File: config.mk
export PLATFORM = sky130hd
export DESIGN_NAME = tdm_voice_scheduler_flat
export DESIGN_NICKNAME = d
export VERILOG_FILES = /design/src/rtl/tdm_voice_scheduler_pkg.sv /design/src/rtl/tdm_voice_scheduler_if.sv /design/src/rtl/tdm_voice_scheduler_voice_cfg_regfile.sv /design/src/rtl/tdm_voice_scheduler.sv /design/src/flat_wrapper.sv
export SDC_FILE = /design/constraint.sdc
export NUM_CORES = 1
export LEC_CHECK = 0
export ABC_AREA = 1
export CORE_MARGIN = 2
export CORE_UTILIZATION = 55
export CTS_CLUSTER_SIZE = 8
export DETAILED_ROUTE_END_ITERATION = 12
export PLACE_DENSITY = 0.82
export SYNTH_ARGS = -nofsm -noshare
export SYNTH_HDL_FRONTEND = slang
export SYNTH_SLANG_ARGS = --single-unit
File: constraint.sdc
create_clock -name sys_clk -period 9.8 [get_ports sys_clk]
set_input_delay 1.96 -clock sys_clk [delete_from_list [all_inputs] [get_ports sys_clk]]
set_output_delay 1.96 -clock sys_clk [all_outputs]
set_load 0.05 [all_outputs]
File: src/rtl/tdm_voice_scheduler_pkg.sv
// Shared definitions for the TDM voice scheduler.
// Contents: default geometry parameters, wave select encoding, scheduler FSM state encoding.
package tdm_voice_scheduler_pkg;

    localparam int unsigned D_W_DEF         = 16;
    localparam int unsigned VOICES_DEF      = 8;
    localparam int unsigned VOICES_BITS_DEF = 3;
    localparam int unsigned PHASE_W_DEF     = 24;
    localparam int unsigned LOOKUP_LAT_DEF  = 4;
    // Wavetable address is always the top byte of the phase accumulator.
    localparam int unsigned ADDR_W          = 8;

    typedef enum logic [1:0] {
        WAVE_SIN = 2'd0,
        WAVE_TRI = 2'd1,
        WAVE_SQR = 2'd2,
        WAVE_SAW = 2'd3
    } wave_e;

    typedef enum logic [2:0] {
        StIdle    = 3'd0,
        StIssue   = 3'd1,
        StWait    = 3'd2,
        StCapture = 3'd3,
        StDone    = 3'd4
    } state_e;

endpackage

File: src/rtl/tdm_voice_scheduler_if.sv
// Wavetable lookup bus between the scheduler and the shared lookup datapath.
//   nco_addr_out     : lookup address (top byte of the voice phase)
//   wave_sel_out     : lookup wave select
//   lookup_sample_in : sample returned by the lookup datapath
// master = scheduler side, slave = lookup datapath side.
interface tdm_voice_scheduler_if #(
    parameter int unsigned D_W = 16
);
    import tdm_voice_scheduler_pkg::*;

    logic [ADDR_W-1:0] nco_addr_out;
    logic [1:0]        wave_sel_out;
    logic [D_W-1:0]    lookup_sample_in;

    modport master (
        output nco_addr_out,
        output wave_sel_out,
        input  lookup_sample_in
    );

    modport slave (
        input  nco_addr_out,
        input  wave_sel_out,
        output lookup_sample_in
    );

endinterface

File: src/rtl/tdm_voice_scheduler_voice_cfg_regfile.sv
// Per-voice configuration and phase storage (voice_cfg_regfile).
// Ports:
//   clk_i, rst_ni        : clock, async active-low reset
//   cfg_*_i              : config write port (gate, wave, tune) for voice cfg_voice_i
//   ld_idx_i             : voice whose address/wave is about to be issued
//   ld_addr_o, ld_wave_o : top phase byte and wave select of ld_idx_i
//   cur_idx_i            : voice currently being captured
//   cur_gate_o           : gate of cur_idx_i
//   adv_en_i             : advance phase of cur_idx_i by its tune (only if gated)
// A config write clearing the gate forces the phase to zero and wins over a same-cycle advance.
module tdm_voice_scheduler_voice_cfg_regfile
    import tdm_voice_scheduler_pkg::*;
#(
    parameter int unsigned VOICES      = VOICES_DEF,
    parameter int unsigned VOICES_BITS = VOICES_BITS_DEF,
    parameter int unsigned PHASE_W     = PHASE_W_DEF
) (
    input  logic                   clk_i,
    input  logic                   rst_ni,
    input  logic                   cfg_we_i,
    input  logic [VOICES_BITS-1:0] cfg_voice_i,
    input  logic                   cfg_gate_i,
    input  logic [1:0]             cfg_wave_i,
    input  logic [PHASE_W-1:0]     cfg_tune_i,
    input  logic [VOICES_BITS-1:0] ld_idx_i,
    output logic [ADDR_W-1:0]      ld_addr_o,
    output logic [1:0]             ld_wave_o,
    input  logic [VOICES_BITS-1:0] cur_idx_i,
    output logic                   cur_gate_o,
    input  logic                   adv_en_i
);

    logic [VOICES-1:0]  gate_q, gate_d;
    logic [1:0]         wave_q  [VOICES];
    logic [1:0]         wave_d  [VOICES];
    logic [PHASE_W-1:0] tune_q  [VOICES];
    logic [PHASE_W-1:0] tune_d  [VOICES];
    logic [PHASE_W-1:0] phase_q [VOICES];
    logic [PHASE_W-1:0] phase_d [VOICES];

    always_comb begin
        gate_d  = gate_q;
        wave_d  = wave_q;
        tune_d  = tune_q;
        phase_d = phase_q;
        // Advance uses the pre-write tune; applied first so a clearing write overrides it.
        if (adv_en_i && gate_q[cur_idx_i]) begin
            phase_d[cur_idx_i] = phase_q[cur_idx_i] + tune_q[cur_idx_i];
        end
        if (cfg_we_i) begin
            gate_d[cfg_voice_i] = cfg_gate_i;
            wave_d[cfg_voice_i] = cfg_wave_i;
            tune_d[cfg_voice_i] = cfg_tune_i;
            if (!cfg_gate_i) begin
                phase_d[cfg_voice_i] = '0;
            end
        end
    end

    always_ff @(posedge clk_i or negedge rst_ni) begin
        if (!rst_ni) begin
            gate_q <= '0;
            for (int i = 0; i < VOICES; i++) begin
                wave_q[i]  <= WAVE_SIN;
                tune_q[i]  <= '0;
                phase_q[i] <= '0;
            end
        end else begin
            gate_q  <= gate_d;
            wave_q  <= wave_d;
            tune_q  <= tune_d;
            phase_q <= phase_d;
        end
    end

    assign ld_addr_o  = phase_q[ld_idx_i][PHASE_W-1 -: ADDR_W];
    assign ld_wave_o  = wave_q[ld_idx_i];
    assign cur_gate_o = gate_q[cur_idx_i];

endmodule

File: src/rtl/tdm_voice_scheduler.sv
// Time-division voice scheduler and mixer.
// On sample_tick, walks voices 0..VOICES-1: issues each voice's address/wave on the lookup bus,
// waits LOOKUP_LAT cycles, captures the sample, advances the phase and accumulates the mix.
// Ports:
//   sys_clk, sys_rst_n      : clock, async active-low reset
//   sample_tick             : frame start strobe (ignored with overrun pulse while busy)
//   cfg_we/voice/gate/wave/tune : voice config write port, accepted every cycle
//   lkp (master)            : wavetable lookup bus
//   mix_out, mix_valid      : mixed frame sample and its one-cycle update pulse
//   busy, overrun           : frame in progress; tick-while-busy pulse
// Build option: MIX_SATURATE_EN clamps the sum to the D_W range; otherwise the sum is scaled
// by >>> VOICES_BITS.
module tdm_voice_scheduler
    import tdm_voice_scheduler_pkg::*;
#(
    parameter int unsigned D_W         = D_W_DEF,
    parameter int unsigned VOICES      = VOICES_DEF,
    parameter int unsigned VOICES_BITS = VOICES_BITS_DEF,
    parameter int unsigned PHASE_W     = PHASE_W_DEF,
    parameter int unsigned LOOKUP_LAT  = LOOKUP_LAT_DEF
) (
    input  logic                   sys_clk,
    input  logic                   sys_rst_n,
    input  logic                   sample_tick,
    input  logic                   cfg_we,
    input  logic [VOICES_BITS-1:0] cfg_voice,
    input  logic                   cfg_gate,
    input  logic [1:0]             cfg_wave,
    input  logic [PHASE_W-1:0]     cfg_tune,
    tdm_voice_scheduler_if.master  lkp,
    output logic [D_W-1:0]         mix_out,
    output logic                   mix_valid,
    output logic                   busy,
    output logic                   overrun
);

    localparam int unsigned AccW = D_W + VOICES_BITS;
    localparam int unsigned CntW = (LOOKUP_LAT > 1) ? $clog2(LOOKUP_LAT) : 1;
    localparam logic [CntW-1:0]        CntLoad   = CntW'(LOOKUP_LAT - 1);
    localparam logic [VOICES_BITS-1:0] LastVoice = VOICES_BITS'(VOICES - 1);

    state_e                  state_q, state_d;
    logic [VOICES_BITS-1:0]  voice_q, voice_d;
    logic [CntW-1:0]         cnt_q, cnt_d;
    logic signed [AccW-1:0]  acc_q, acc_d;
    logic [ADDR_W-1:0]       addr_q, addr_d;
    logic [1:0]              wave_q, wave_d;
    logic [D_W-1:0]          mix_q, mix_d;
    logic                    mix_valid_q;
    logic                    overrun_q;

    logic                    load;
    logic                    adv_en;
    logic [ADDR_W-1:0]       ld_addr;
    logic [1:0]              ld_wave;
    logic                    cur_gate;
    logic signed [AccW-1:0]  sample_ext;

    tdm_voice_scheduler_voice_cfg_regfile #(
        .VOICES      (VOICES),
        .VOICES_BITS (VOICES_BITS),
        .PHASE_W     (PHASE_W)
    ) u_voice_cfg_regfile (
        .clk_i       (sys_clk),
        .rst_ni      (sys_rst_n),
        .cfg_we_i    (cfg_we),
        .cfg_voice_i (cfg_voice),
        .cfg_gate_i  (cfg_gate),
        .cfg_wave_i  (cfg_wave),
        .cfg_tune_i  (cfg_tune),
        .ld_idx_i    (voice_d),
        .ld_addr_o   (ld_addr),
        .ld_wave_o   (ld_wave),
        .cur_idx_i   (voice_q),
        .cur_gate_o  (cur_gate),
        .adv_en_i    (adv_en)
    );

    assign sample_ext = AccW'($signed(lkp.lookup_sample_in));

    always_comb begin
        state_d = state_q;
        voice_d = voice_q;
        cnt_d   = cnt_q;
        acc_d   = acc_q;
        load    = 1'b0;
        adv_en  = 1'b0;
        unique case (state_q)
            StIdle: begin
                if (sample_tick) begin
                    voice_d = '0;
                    acc_d   = '0;
                    load    = 1'b1;
                    state_d = StIssue;
                end
            end
            StIssue: begin
                cnt_d   = CntLoad;
                state_d = StWait;
            end
            StWait: begin
                if (cnt_q == '0) begin
                    state_d = StCapture;
                end else begin
                    cnt_d = cnt_q - CntW'(1);
                end
            end
            StCapture: begin
                adv_en = 1'b1;
                if (cur_gate) begin
                    acc_d = acc_q + sample_ext;
                end
                if (voice_q == LastVoice) begin
                    state_d = StDone;
                end else begin
                    voice_d = voice_q + VOICES_BITS'(1);
                    load    = 1'b1;
                    state_d = StIssue;
                end
            end
            StDone: begin
                state_d = StIdle;
            end
            default: begin
                state_d = StIdle;
            end
        endcase
    end

    // Address/wave are latched on entry to ISSUE so they stay frozen through CAPTURE even if
    // the voice is rewritten mid-lookup.
    always_comb begin
        addr_d = addr_q;
        wave_d = wave_q;
        if (load) begin
            addr_d = ld_addr;
            wave_d = ld_wave;
        end
    end

`ifdef MIX_SATURATE_EN
    logic acc_fits;
    assign acc_fits = (acc_q[AccW-1:D_W-1] == {(VOICES_BITS + 1){acc_q[AccW-1]}});

    always_comb begin
        mix_d = acc_q[D_W-1:0];
        if (!acc_fits) begin
            mix_d = acc_q[AccW-1] ? {1'b1, {(D_W - 1){1'b0}}} : {1'b0, {(D_W - 1){1'b1}}};
        end
    end
`else
    always_comb begin
        mix_d = D_W'(acc_q >>> VOICES_BITS);
    end
`endif

    always_ff @(posedge sys_clk or negedge sys_rst_n) begin
        if (!sys_rst_n) begin
            state_q     <= StIdle;
            voice_q     <= '0;
            cnt_q       <= '0;
            acc_q       <= '0;
            addr_q      <= '0;
            wave_q      <= WAVE_SIN;
            mix_q       <= '0;
            mix_valid_q <= 1'b0;
            overrun_q   <= 1'b0;
        end else begin
            state_q     <= state_d;
            voice_q     <= voice_d;
            cnt_q       <= cnt_d;
            acc_q       <= acc_d;
            addr_q      <= addr_d;
            wave_q      <= wave_d;
            mix_valid_q <= (state_q == StDone);
            overrun_q   <= sample_tick && (state_q != StIdle);
            if (state_q == StDone) begin
                mix_q <= mix_d;
            end
        end
    end

    assign lkp.nco_addr_out = addr_q;
    assign lkp.wave_sel_out = wave_q;
    assign mix_out          = mix_q;
    assign mix_valid        = mix_valid_q;
    assign overrun          = overrun_q;
    assign busy             = (state_q != StIdle);

endmodule

File: src/flat_wrapper.sv
// flat-port wrapper written by rule: the top's interface ports become plain ports
module tdm_voice_scheduler_flat import tdm_voice_scheduler_pkg::*;
#(
    parameter int unsigned D_W         = D_W_DEF,
    parameter int unsigned VOICES      = VOICES_DEF,
    parameter int unsigned VOICES_BITS = VOICES_BITS_DEF,
    parameter int unsigned PHASE_W     = PHASE_W_DEF,
    parameter int unsigned LOOKUP_LAT  = LOOKUP_LAT_DEF
)
  (sys_clk, sys_rst_n, sample_tick, cfg_we, cfg_voice, cfg_gate, cfg_wave, cfg_tune, mix_out, mix_valid, busy, overrun, lkp_nco_addr_out, lkp_wave_sel_out, lkp_lookup_sample_in);
  tdm_voice_scheduler_if #(.D_W(D_W)) lkp_i ();
  input  logic sys_clk;
  input  logic sys_rst_n;
  input  logic sample_tick;
  input  logic cfg_we;
  input  logic [VOICES_BITS-1:0] cfg_voice;
  input  logic cfg_gate;
  input  logic [1:0] cfg_wave;
  input  logic [PHASE_W-1:0] cfg_tune;
  output logic [D_W-1:0] mix_out;
  output logic mix_valid;
  output logic busy;
  output logic overrun;
  output wire logic [$bits(lkp_i.nco_addr_out)-1:0] lkp_nco_addr_out;
  output wire logic [$bits(lkp_i.wave_sel_out)-1:0] lkp_wave_sel_out;
  input wire logic [$bits(lkp_i.lookup_sample_in)-1:0] lkp_lookup_sample_in;
  assign lkp_nco_addr_out = lkp_i.nco_addr_out;
  assign lkp_wave_sel_out = lkp_i.wave_sel_out;
  assign lkp_i.lookup_sample_in = lkp_lookup_sample_in;
  tdm_voice_scheduler #(.D_W(D_W), .VOICES(VOICES), .VOICES_BITS(VOICES_BITS), .PHASE_W(PHASE_W), .LOOKUP_LAT(LOOKUP_LAT)) u_core (.sys_clk(sys_clk), .sys_rst_n(sys_rst_n), .sample_tick(sample_tick), .cfg_we(cfg_we), .cfg_voice(cfg_voice), .cfg_gate(cfg_gate), .cfg_wave(cfg_wave), .cfg_tune(cfg_tune), .lkp(lkp_i), .mix_out(mix_out), .mix_valid(mix_valid), .busy(busy), .overrun(overrun));
endmodule
==> impl_metrics.py <==
metrics = {
    "route": {
        "ant_nets": 0,
        "routed_wl_mm": 74.7,
        "drt_iter0_drc": 2925,
        "drc": 0,
        "firstDrtPassIters": 8,
        "wl_per_cell_um": 20.9,
        "drt-vias-per-instance": 6.19,
        "num_vias": 22140,
    },
    "clock_network": {
        "cts_resized": 0,
        "hold_buffers": 0,
        "clk_latency_ns": 0.60,
        "cts_buffer_depth": 3,
        "post_cts_buffers": 0,
        "cts_tree": "done",
        "cts_buffers": 68,
        "clk_pin_slew_worst_paths_ns": 0.05,
        "htreeDepth": 3,
        "cts_root_buf": "clkbuf_16",
        "clock_sinks": 463,
    },
    "sta": {
        "skew_ns": 0.0356,
        "setup-tns-final_ns": 0,
        "slew_headroom_pct": 16.6,
        "period_needed_ns": 5.50,
        "worstMarginPinSlew_ns": 1.25,
        "maxSlewViolCount": 0,
        "whs_ns": 0.470,
        "post-route-period-util_pct": 56.1,
        "clock.fmax_mhz": 182,
        "rsz0062_at_grt": "false",
        "setup_viol": 0,
        "hold_viol_final": 0,
    },
    "synth": {
        "synth_common_cells": "nand2_1 (760), dfrtp_1 (463), o21ai_0 (386), inv_1 (315), nor2_1 (278)",
        "yosys.area.top_type_share_pct": 49.1,
        "netlist_instances": 3000,
        "yosys.cell_types.count": 50,
        "async_reset_ff_share_pct": 100,
        "ys_seq_elements": 463,
        "synthTopCellsByArea": "dfrtp_1 (49%), nand2_1 (12%), o21ai_0 (8.2%), inv_1 (5.0%), nor2_1 (4.4%)",
        "synth_edf_count": 0,
        "synth_most_common_cell": "nand2_1",
        "synth_area_leader_cell": "dfrtp_1",
        "yosysSeqAreaShare_pct": 49.1,
        "ys.flop_type": "dfrtp_1",
        "synth.avg_cell_area_sq_um": 7.87,
        "syn-num-nets": 3095,
        "yosys_warnings": 0,
        "netlist_area_sq_um": 23600,
    },
    "global_routing": {
        "grt_usage_pct": 34.0,
        "grt_pass1_vias": 21728,
        "grt-busiest-layer": "met2",
        "grt_max_degree": 160,
        "grt_first_pass_wirelength_mm": 118,
        "use_met3_pct": 7.49,
        "antenna_found_initial": 0,
        "gr-total-overflow": 0,
        "globalRouteMet2Util_pct": 52.1,
        "grtUsageMet1_pct": 45.3,
    },
    "setup_path": {
        "regToRegEndpoint": "u_core.u_voice_cfg_regfile.phase_q[137]",
        "rr_worst_depth": 16,
        "worstPathMaxFanout": 24,
        "r2r_slack_ns": 4.30,
        "crit_chain": "inv_1, nand3_1, inv_1, buf_4, a221oi_1, nand4_1, ha_1, nand2_1, nor2_1, inv_1, nor2_1, nand4_1, nand4_1, nand3_1, nand2_1, inv_1",
        "cp-start-kind": "register",
        "crit_required_ns": 10.29,
        "r2r_start": "u_core.voice_q[0]",
        "cp_common_cell": "inv_1",
        "slowest_stage": "dfrtp_1",
        "cpPeakStageDelay_ns": 0.83,
        "cp-end-kind": "register",
        "crit_type": "reg -> reg",
        "cp.arrival_ns": 5.99,
    },
    "min_path": {
        "hold_start": "u_core.cnt_q[0]",
        "min_path_cells": 1,
        "min_to": "u_core.cnt_q[0]",
        "hold_path_class": "reg -> reg",
    },
    "placed_design": {
        "dp_hpwl_mm": 45.0,
        "placed_cell_area_sq_um": 24600,
        "port-buffer-count": 78,
        "place_congestion": 1.00,
    },
    "pwr": {
        "leakage_nw": 13.3,
        "peakVddDrop_v": 0.000224,
        "p_total_mw": 8.60,
        "powerDensity_nw_per_um2": 325,
    },
    "layout": {
        "syn_to_final_growth_pct": 12.2,
        "layout.nets": 3121,
        "layout-drive-gt1-share_pct": 5.14,
        "final_util_pct": 62.9,
        "diodes": 0,
        "fin_area_sq_um": 26500,
    },
    "outcome": {
        "run_status": "finished clean",
    },
    "floorplan": {
        "die_w_um": 211,
        "start_util_pct": 56.0,
        "core_sq_um": 42100,
        "dieHeight_um": 211,
        "rows": 75,
        "die_area_sq_um": 44600,
        "pin_count": 79,
    },
    "run": {
        "max_cap_viol_count": 0,
    },
}
## final cells by class
cell class | count | area, sq um
clock buffer | 74 | 1780
clock inverter | 6 | 129
fill | 3428 | 15600
inverter | 334 | 1260
multi-input combinational | 2060 | 10100
sequential | 463 | 11600
tap | 539 | 674
timing repair buffer | 99 | 968
## worst max-delay path: cells and delay by family, from the launching register on
family	cells	cell delay [ns]
and+or+nand+nor	9	2.10
buffers and inverters	5	1.54
DFF	1	0.83
adders and majority gates	1	0.47
AOI/OAI and AO/OA	1	0.42
## cell usage in the layout, fill, tap and decap left out, types with 17 or more instances in the layout
| master | count |
|---|---|
| nand2_1 | 756 |
| dfrtp_1 | 463 |
| o21ai_0 | 385 |
| inv_1 | 314 |
| nor2_1 | 278 |
| nand3_1 | 182 |
| a21oi_1 | 151 |
| clkdlybuf4s50_1 | 77 |
| clkbuf_16 | 70 |
| nand4_1 | 43 |
| ha_1 | 43 |
| a221oi_1 | 41 |
| a22oi_1 | 36 |
| o22ai_1 | 23 |
| buf_4 | 19 |
| inv_2 | 17 |
| a22o_1 | 17 |
## sequential cells by signal (all words and copies together), names as in the netlist
register and flops:
u_core.u_voice_cfg_regfile.phase_q 192, u_core.u_voice_cfg_regfile.tune_q 192, u_core.acc_q 19, u_core.mix_out 16, u_core.u_voice_cfg_regfile.wave_q 16, u_core.lkp.nco_addr_out 8, u_core.u_voice_cfg_regfile.gate_q 8, u_core.state_q 3
u_core.voice_q 3, u_core.cnt_q 2, u_core.lkp.wave_sel_out 2, u_core.mix_valid 1, u_core.overrun 1
## logic make-up after synthesis
kind of cell               count (synthesis)  synth area share [%]
and+or+nand+nor                         1309                  23.2
AOI/OAI and AO/OA                        687                  16.3
buffers and inverters                    477                  8.18
DFF                                      463                  49.1
adders and majority gates                 45                  2.45
xor gates and xnor gates                  19                 0.737
## stage by stage
stage | setup slack (ns) | instances
3_5_place_dp | 4.62 | 3495
3_3_place_gp | 4.71 | 3495
6_report | 4.30 | 3575
5_1_grt | 4.01 | 3575
2_1_floorplan | 6.43 | 3000
4_1_cts | 4.59 | 3575
## power by group
group / leakage [nW] / switching [mW] / total, mW / internal [mW]
logic: 6.33 / 2.67 / 3.73 / 1.06
registers: 6.00 / 0.295 / 2.71 / 2.42
clock network: 0.929 / 0.851 / 2.15 / 1.30
## worst max path at each step
stage | cells after the start | end | slack (ns) | from
finish | 16 | u_core.u_voice_cfg_regfile.phase_q[137] | 4.30 | u_core.voice_q[0]
global route | 14 | u_core.u_voice_cfg_regfile.phase_q[81] | 4.01 | u_core.voice_q[0]
CTS | 16 | u_core.u_voice_cfg_regfile.phase_q[137] | 4.59 | u_core.voice_q[0]
detailed placement | 13 | u_core.u_voice_cfg_regfile.phase_q[107] | 4.62 | u_core.voice_q[0]
global placement | 18 | u_core.u_voice_cfg_regfile.phase_q[62] | 4.71 | u_core.voice_q[0]
floorplan | 12 | u_core.acc_q[10] | 6.43 | lkp_lookup_sample_in[0]
## routing by layer
metal	up-vias	share of wire, %	wire length, um
met4	0	5.1	3820
li1	9864	-	-
met2	1498	45	33300
met3	323	12	8670
met1	10455	39	28900
met5	-	0	0
Note: power is estimated with default switching activity, not from simulation.
